**src/rtl/life_seq.sv**
```systemverilog
// -----------------------------------------------------------------------------
// life_seq -- generation sequencer and host-access controller for the Life
// PE array.
//
// Takes host requests on a valid/ready port. It drives the array-wide command
// bus, the one-hot row/column selects, the write data and the generation
// trigger. It runs generations at a programmable rate and supports
// single-stepping. It flags a board that produced no change in its last
// generation as stable.
//
// Ports
//   clk, rst             clock; synchronous active-high reset
//   req_valid/req_ready  host handshake (accept when both high)
//   req_op               0 NOP, 1 WRITE, 2 READ, 3 STEP, 4 RUN, 5 STOP, 6-7 NOP
//   req_row/req_col      target cell; out-of-range values select nothing
//   req_wdata            cell write data
//   period               cycles between triggers in RUN (0 behaves as 1)
//   auto_stop            leave RUN on a generation with no activity
//   arr_active           OR of all PE active flags
//   arr_rdata            OR of all PE state outputs
//   cmd, rsel, csel      array command bus and one-hot selects
//   state_in             array write data
//   trigger              generation strobe
//   done                 one-cycle completion pulse (not for RUN entry)
//   rdata                last READ result, held until the next READ capture
//   running              high while in RUN
//   stable               last generation produced no change
//   gen_count            generations executed, wraps at 2^32
// -----------------------------------------------------------------------------

`ifndef PE_CMD_BITS
`define PE_CMD_BITS 2
`endif
`ifndef PE_STATE_BITS
`define PE_STATE_BITS 1
`endif
`ifndef PE_CMD_NOP
`define PE_CMD_NOP 0
`endif
`ifndef PE_CMD_PROCESS
`define PE_CMD_PROCESS 1
`endif
`ifndef PE_CMD_WRITE
`define PE_CMD_WRITE 2
`endif
`ifndef PE_CMD_READ
`define PE_CMD_READ 3
`endif

module life_seq #(
    parameter int ROWS       = 8,
    parameter int COLS       = 8,
    parameter int CMD_BITS   = `PE_CMD_BITS,
    parameter int STATE_BITS = `PE_STATE_BITS,
    localparam int RW = (ROWS > 1) ? $clog2(ROWS) : 1,
    localparam int CW = (COLS > 1) ? $clog2(COLS) : 1
) (
    input  logic                  clk,
    input  logic                  rst,
    input  logic                  req_valid,
    output logic                  req_ready,
    input  logic [2:0]            req_op,
    input  logic [RW-1:0]         req_row,
    input  logic [CW-1:0]         req_col,
    input  logic [STATE_BITS-1:0] req_wdata,
    input  logic [15:0]           period,
    input  logic                  auto_stop,
    input  logic                  arr_active,
    input  logic [STATE_BITS-1:0] arr_rdata,
    output logic [CMD_BITS-1:0]   cmd,
    output logic [ROWS-1:0]       rsel,
    output logic [COLS-1:0]       csel,
    output logic [STATE_BITS-1:0] state_in,
    output logic                  trigger,
    output logic                  done,
    output logic [STATE_BITS-1:0] rdata,
    output logic                  running,
    output logic                  stable,
    output logic [31:0]           gen_count
);

    localparam logic [CMD_BITS-1:0] CMD_NOP     = CMD_BITS'(`PE_CMD_NOP);
    localparam logic [CMD_BITS-1:0] CMD_PROCESS = CMD_BITS'(`PE_CMD_PROCESS);
    localparam logic [CMD_BITS-1:0] CMD_WRITE   = CMD_BITS'(`PE_CMD_WRITE);
    localparam logic [CMD_BITS-1:0] CMD_READ    = CMD_BITS'(`PE_CMD_READ);

    localparam logic [2:0] OP_WRITE = 3'd1;
    localparam logic [2:0] OP_READ  = 3'd2;
    localparam logic [2:0] OP_STEP  = 3'd3;
    localparam logic [2:0] OP_RUN   = 3'd4;
    localparam logic [2:0] OP_STOP  = 3'd5;

    localparam logic [RW:0] ROWS_L = (RW+1)'(ROWS);
    localparam logic [CW:0] COLS_L = (CW+1)'(COLS);

    typedef enum logic [2:0] {
        IDLE    = 3'd0,
        WR      = 3'd1,
        RD_CMD  = 3'd2,
        RD_WAIT = 3'd3,
        RD_CAP  = 3'd4,
        STEP    = 3'd5,
        RUN     = 3'd6,
        ACK     = 3'd7
    } state_t;

    state_t                  r_state;
    state_t                  w_state_next;
    logic [15:0]             r_cnt;
    logic [15:0]             w_cnt_next;
    logic [15:0]             w_reload;
    logic [RW-1:0]           r_row;
    logic [CW-1:0]           r_col;
    logic                    r_ready;
    logic                    r_trigger;
    logic                    w_trigger_next;
    logic [CMD_BITS-1:0]     r_cmd;
    logic [CMD_BITS-1:0]     w_cmd_next;
    logic [ROWS-1:0]         r_rsel;
    logic [ROWS-1:0]         w_rsel_next;
    logic [COLS-1:0]         r_csel;
    logic [COLS-1:0]         w_csel_next;
    logic [STATE_BITS-1:0]   r_state_in;
    logic [STATE_BITS-1:0]   w_state_in_next;
    logic                    r_done;
    logic [STATE_BITS-1:0]   r_rdata;
    logic                    r_running;
    logic                    r_stable;
    logic [31:0]             r_gen_count;
    logic                    w_accept;
    logic                    w_stop_acc;
    logic                    w_sel_en;
    logic                    w_cell_ok;
    logic                    w_gen_done;

    // A host accept in IDLE, and a STOP accept while running.
    assign w_accept   = (r_state == IDLE) && req_valid && r_ready;
    assign w_stop_acc = (r_state == RUN) && req_valid && (req_op == OP_STOP);

    // Counter reload value: max(period,1)-1, sampled at every reload.
    assign w_reload = (period == 16'd0) ? 16'd0 : (period - 16'd1);

    // A generation is counted on every trigger cycle except one that is
    // cancelled by a STOP accepted in the same cycle.
    assign w_gen_done = r_trigger && !w_stop_acc;

    // Out-of-range cells read back as 0 regardless of the array bus.
    assign w_cell_ok = ({1'b0, r_row} < ROWS_L) && ({1'b0, r_col} < COLS_L);

    // Next-state logic.
    always_comb begin
        w_state_next = r_state;
        w_cnt_next   = r_cnt;
        case (r_state)
            IDLE: begin
                if (w_accept) begin
                    case (req_op)
                        OP_WRITE: w_state_next = WR;
                        OP_READ:  w_state_next = RD_CMD;
                        OP_STEP:  w_state_next = STEP;
                        OP_RUN: begin
                            w_state_next = RUN;
                            w_cnt_next   = w_reload;
                        end
                        default:  w_state_next = ACK;
                    endcase
                end
            end
            WR:      w_state_next = ACK;
            RD_CMD:  w_state_next = RD_WAIT;
            RD_WAIT: w_state_next = RD_CAP;
            RD_CAP:  w_state_next = ACK;
            STEP:    w_state_next = ACK;
            RUN: begin
                if (w_stop_acc || (r_trigger && auto_stop && !arr_active)) begin
                    w_state_next = ACK;
                end else begin
                    w_cnt_next = (r_cnt == 16'd0) ? w_reload : (r_cnt - 16'd1);
                end
            end
            ACK:     w_state_next = IDLE;
            default: w_state_next = IDLE;
        endcase
    end

    // Outputs are decoded from the next state and registered. That way the
    // array sees a request in the cycle right after it is accepted. WR and
    // RD_CMD are only entered straight from an IDLE accept, so the selects
    // and write data come from the request inputs of that accept cycle.
    always_comb begin
        w_cmd_next      = CMD_NOP;
        w_sel_en        = 1'b0;
        w_state_in_next = '0;
        case (w_state_next)
            WR: begin
                w_cmd_next      = CMD_WRITE;
                w_sel_en        = 1'b1;
                w_state_in_next = req_wdata;
            end
            RD_CMD: begin
                w_cmd_next = CMD_READ;
                w_sel_en   = 1'b1;
            end
            STEP, RUN: w_cmd_next = CMD_PROCESS;
            default:   w_cmd_next = CMD_NOP;
        endcase
        w_trigger_next = (w_state_next == STEP) ||
                         ((w_state_next == RUN) && (w_cnt_next == 16'd0));
    end

    // One-hot decoders; an out-of-range index matches no bit.
    genvar gi;
    generate
        for (gi = 0; gi < ROWS; gi++) begin : g_rsel
            assign w_rsel_next[gi] = w_sel_en && (req_row == RW'(gi));
        end
        for (gi = 0; gi < COLS; gi++) begin : g_csel
            assign w_csel_next[gi] = w_sel_en && (req_col == CW'(gi));
        end
    endgenerate

    always_ff @(posedge clk) begin
        if (rst) begin
            r_state     <= IDLE;
            r_cnt       <= 16'd0;
            r_row       <= '0;
            r_col       <= '0;
            r_ready     <= 1'b0;
            r_trigger   <= 1'b0;
            r_cmd       <= CMD_NOP;
            r_rsel      <= '0;
            r_csel      <= '0;
            r_state_in  <= '0;
            r_done      <= 1'b0;
            r_rdata     <= '0;
            r_running   <= 1'b0;
            r_stable    <= 1'b0;
            r_gen_count <= 32'd0;
        end else begin
            r_state    <= w_state_next;
            r_cnt      <= w_cnt_next;
            r_ready    <= (w_state_next == IDLE);
            r_trigger  <= w_trigger_next;
            r_cmd      <= w_cmd_next;
            r_rsel     <= w_rsel_next;
            r_csel     <= w_csel_next;
            r_state_in <= w_state_in_next;
            r_done     <= (w_state_next == ACK);
            r_running  <= (w_state_next == RUN);
            if (w_accept) begin
                r_row <= req_row;
                r_col <= req_col;
            end
            if (r_state == RD_CAP) begin
                r_rdata <= w_cell_ok ? arr_rdata : '0;
            end
            if (w_gen_done) begin
                r_gen_count <= r_gen_count + 32'd1;
                r_stable    <= !arr_active;
            end
        end
    end

    // In RUN the port is ready only for STOP. That readiness, and the
    // masking of a trigger cancelled by that STOP, must react within the
    // request cycle, so these two outputs carry a small combinational term.
    assign req_ready = r_ready || ((r_state == RUN) && (req_op == OP_STOP));
    assign trigger   = r_trigger && !w_stop_acc;

    assign cmd       = r_cmd;
    assign rsel      = r_rsel;
    assign csel      = r_csel;
    assign state_in  = r_state_in;
    assign done      = r_done;
    assign rdata     = r_rdata;
    assign running   = r_running;
    assign stable    = r_stable;
    assign gen_count = r_gen_count;

endmodule

```
**config.mk**
```make
export PLATFORM = sky130hd
export DESIGN_NAME = life_seq
export DESIGN_NICKNAME = d
export VERILOG_FILES = /design/src/rtl/life_seq.sv
export SDC_FILE = /design/constraint.sdc
export NUM_CORES = 1
export LEC_CHECK = 0
export CAP_MARGIN = 25
export CORE_UTILIZATION = 30
export DETAILED_ROUTE_END_ITERATION = 7
export PLACE_DENSITY = 0.63
export SLEW_MARGIN = 30
export SYNTH_ARGS = -nofsm -noshare
export SYNTH_HDL_FRONTEND = slang
export SYNTH_SLANG_ARGS = --single-unit
```
**constraint.sdc**
```tcl
create_clock -name clk -period 3 [get_ports clk]
set_clock_uncertainty 0.2 [all_clocks]
set_input_delay 0.3 -clock clk [delete_from_list [all_inputs] [get_ports clk]]
set_output_delay 0.3 -clock clk [all_outputs]
set_load 0.01 [all_outputs]
```
-- After elaboration in Yosys (flattened, before gate mapping)
Index checks and enable logic that the tools add are counted.
- bits in registers: 76
- bits in latches: 0
- memory bits (writable): 0
- bits in read-only memories: 0
- output and inout port bits: 57
- memories: 0
- $add $sub $neg: 3
- multipliers: 0
- div/mod/pow operators: 0
- $lt $le $gt $ge: 0
- eq/ne operators: 31
- shift-type cells: 0
- multiplexer cells: 12
- bitwise logic cells: 1
- reductions and logical operators: 41
- operators by type and width (cell ; count):
    $mux 16 ; 5
    $eq 3x3->1 const B ; 17
    $logic_not 16->1 ; 3
    $add 32x1->32 const B ; 1
    $pmux 16 s2 ; 1
    $sub 16x1->16 const B ; 2
    $eq 3x2->1 const B ; 9
    $logic_and 1x1->1 ; 25
    $pmux 3 s6 ; 1
    $eq 3x1->1 const B ; 5
    $logic_not 3->1 ; 4
    $pmux 3 s4 ; 1
    $mux 3 ; 2
    $pmux 2 s3 ; 1
    $reduce_or 2->1 ; 3
    $logic_or 1x1->1 ; 3
    $reduce_or 3->1 ; 1
    $logic_not 1->1 ; 2
    $mux 1 ; 1
    $not 1->1 ; 1

-- Depth between registers and ports, before layout
- depth after elaboration: 10
- gate-level depth with buffers: 11

-- Worst setup path after synthesis
OpenSTA, ideal clock, no wires.
- kind: input-to-reg
- from: in period[0]
- to: reg r_trigger
- library setup time: 84 ps
- data arrival time: 2642 ps
- required time: 2716 ps
- path slack: 74 ps
- cell stages on the path: 10
- buffers on the path: 0
- path through: inv_1 -> ha_1 -> or4b_4 -> or2_1 -> o21a_1 -> nor3_2 -> a21oi_1 -> or3_1 -> or3_1 -> o31ai_2
- longest elaborated chain between the ends: 8
- ends and longest elaborated chain (item ; RTL line ; RTL):
    start: declaration ; 66 ; input logic [15:0] period,
    $sub 16x1->16 / $logic_not 16->1 (equally long branches) ; 141 ; assign w_reload = (period == 16'd0) ? 16'd0 : (period - 16'd1);
    $mux 16 (*) ; 141 ;
    $mux 16 (on tied branches) ; 178, 157 ;
    $mux 16 (on tied branches) ; 175, 156 ;
    $pmux 16 s2 (*) ; 154 ; case (r_state)
    $logic_not 16->1 (*) ; 208 ; ((w_state_next == RUN) && (w_cnt_next == 16'd0));
    $logic_and 1x1->1 (*) ; 208 ;
    $logic_or 1x1->1 (*) ; 207 ; w_trigger_next = (w_state_next == STEP) ||
    end signal: assignment ; 243 ; r_trigger <= w_trigger_next;
    end: declaration ; 115 ; logic r_trigger;
Mark *: on every way between the ends. The rest lies on a longest branch, timed or not.
A chain may end at the register's enable or synchronous reset.

-- Final worst setup path
- from: in period[1]
- to: reg r_trigger
The elaborated chain is that of the path after synthesis.

==> flow_summary.yaml <==
drt:
  drt_pass1_iterations: 4
  routedWlPerCell_um: 15.5
  antenna_left: 0
  detailroute.via_count: 4383
  dr.first_iter.drc_count: 256
  post-route-drc-count: 0
  wl_mm: 13.4
  viasPerCell: 5.07
layout:
  fin_nets: 720
  multi_input_area_sq_mm: 0.00254
  mostFrequentLayoutCell: "buf_4"
  finish.instance_area_sq_mm: 0.00617
  final_cell_mix: "buf_4 (91), clkdlybuf4s50_1 (78), dfxtp_1 (75)"
  finish.utilization_pct: 46.6
  layout-drive-gt1-share_pct: 18.7
  layout.filler_cells: 1337
  layout.area.seq_sq_mm: 0.00152
  synthToLayoutAreaGrowth_pct: 51.8
  antenna_cells_inserted: 0
place:
  preCtsSetupSlack_ns: -0.460
  place_congestion: 0.917
  place_area_sq_mm: 0.00576
  post-dp-hpwl_mm: 10.4
  placement.io_buffers: 88
clock_network:
  tritoncts.num_buffers: 9
  cts_hold_bufs: 0
  clkSlewWorstSetupHoldPaths_ns: 0.06
  clkLatencyLatePin_ns: 0.34
  cts_tree: "yes"
  htree_levels: 3
  cts.path.max_buffers: 2
  clk_root_buffer_cell: "clkbuf_16"
  clock_sinks: 76
timing:
  final-max-slew-violation-count: 0
  timing.final.setup_violations: 0
  slew_headroom_pct: 58.2
  grt_setup_unrepaired: "false"
  fmax_mhz: 346
  layout_setup_ws_ns: 0.108
  post-route-min-period_ns: 2.89
  min_period_over_period_pct: 96.4
  hold_violations: 0
  tightestPinTransition_ns: 0.628
floorplanning:
  placementRows: 42
  die_x_um: 118
  design.portCount: 89
  initial_core_util_pct: 30.7
  die_height_um: 118
  fp.dieArea_sq_mm: 0.0140
  core-area_sq_mm: 0.0132
worst_setup_path:
  setup.worst_path.class: "input port to flip-flop"
  start_kind: "input port"
  timing.critical_path.required_ns: 3.04
  crit_fanout: 3
  timing.critical_path.to_type: "flip-flop"
  worst-endpoint-arrival_ns: 2.94
synth:
  yosys_reg_bits: 76
  postSynthCellCount: 510
  synth_top_cell_by_area: "dfxtp_1"
  synth_enable_flop_cells: 0
  mappedNetlistArea_sq_mm: 0.00406
  post-synth-top-area-fraction_pct: 37.4
  yosysWarningCount: 0
  synth.avg_cell_area_sq_um: 7.97
  ys_async_sr_fraction_pct: 0
  synth_seq_area_share_pct: 37.4
  ys_types: 63
  synthTopCellsByArea: "dfxtp_1 (37%), nor2_1 (6.4%), xor2_1 (4.7%)"
  yosys_most_used_dff: "dfxtp_1"
  syn_nets: 546
grt:
  antenna_violations_before_repair: 0
  grt_use_total_pct: 19.6
  grt_start_max_net_pins: 33
  total_global_routing_overflow: 0
  first_global_vias: 4373
  grt_first_pass_wirelength_mm: 21.8
power:
  p_leak_nw: 2.41
  power-per-cell-area_mw_per_mm2: 774
  ir_worst_vdd_v: 0.000385
outcome:
  outcome: "finished, final reports clean"
flow_run:
  cap_violations: 0
hold_path:
  worstHoldPathType: "flip-flop to flip-flop"
[path summary, 6_finish.rpt]
| path | startpoint | to | slack, ns | depth (start not counted) |
|---|---|---|---|---|
| max | period[1] | r_trigger | 0.11 | 11 |
| min | rdata | rdata | 0.26 | 2 |
| max reg2reg | r_cnt[0] | r_trigger | 0.13 | 12 |
| min reg2reg | rdata | rdata | 0.26 | 2 |
[metrics by stage]
step                      TNS [ns]  power (W)  hold slack (ns)  cells
after floorplan                  0    0.00250            0.176    510
after global placement      -0.444    0.00367            0.246    846
after detailed placement    -0.700    0.00366            0.250    846
after CTS                        0    0.00468            0.262    862
after global routing             0    0.00508            0.290    865
final                            0    0.00477            0.257    865
[area by class of cell]
cell class	count	share of cell area, %
clock inverters	4	0.406
multi-input cells	405	41.2
well taps	176	3.57
clock buffers	12	3.99
flip-flops and latches	76	24.7
inverters	13	0.791
repair buffers	179	25.4
[flip-flops by register name, summed over array words and instances, names as in the netlist]
register / count
r_cnt: 16
state_in: 1
cmd: 2
r_ready: 1
rsel: 8
done: 1
stable: 1
running: 1
r_state: 3
gen_count: 32
rdata: 1
csel: 8
r_trigger: 1
[report_power, final]
group	leakage, nW	switching (W)	internal, W
combinational	1.67	0.00134	0.00117
sequential	0.615	0.000149	0.00113
clock	0.129	0.000406	0.000580
[critical path, cell delays in order]
cell	delay, ns
clkdlybuf4s15_1	0.19
inv_2	0.09
ha_4	0.13
or4b_4	0.46
or2_1	0.26
o21a_1	0.22
nor3_4	0.20
a21oi_1	0.08
or3_1	0.36
or3_1	0.39
o31ai_2	0.25
[cells in the mapped netlist (5+ instances only)]
master	n
and3_1	10
nand3_1	21
a31oi_1	6
nor4_1	14
xor2_1	22
clkbuf_1	15
nor2_1	69
nand2b_1	6
dfxtp_1	76
inv_1	13
or3_1	17
nor3_1	20
nand2_1	48
nor3b_1	9
xnor2_1	16
o21ai_0	24
and2_1	10
a21oi_1	25
nand4_1	11
or4_1	5
[logic make-up after synthesis]
logic type	count (synthesis)	share of synthesized area, %
muxes	2	0.493
xor gates and xnor gates	38	8.19
DFF	76	37.4
adders and majority gates	4	1.23
buffers and inverters	29	2.68
and+or+nand+nor	266	34.9
AOI/OAI and AO/OA	95	15.1
[repair_timing]
item,CTS,global route
pin swaps,10,14
buffers inserted,0,3
resized for setup,13,23
cloned,0,0
setup endpoints to repair,1,1
[per-layer routing]
layer  vias up  share of wire (%)  wire length [um]  GRT usage, %
li1       2201                  -                 -             -
met1      2037                 44              5930          24.0
met2       126                 48              6470          33.3
met3        19                5.4               728          4.68
met4         0                2.2               301          7.12
met5         -                  0                 0             0
(Power assumes the default switching activity.)
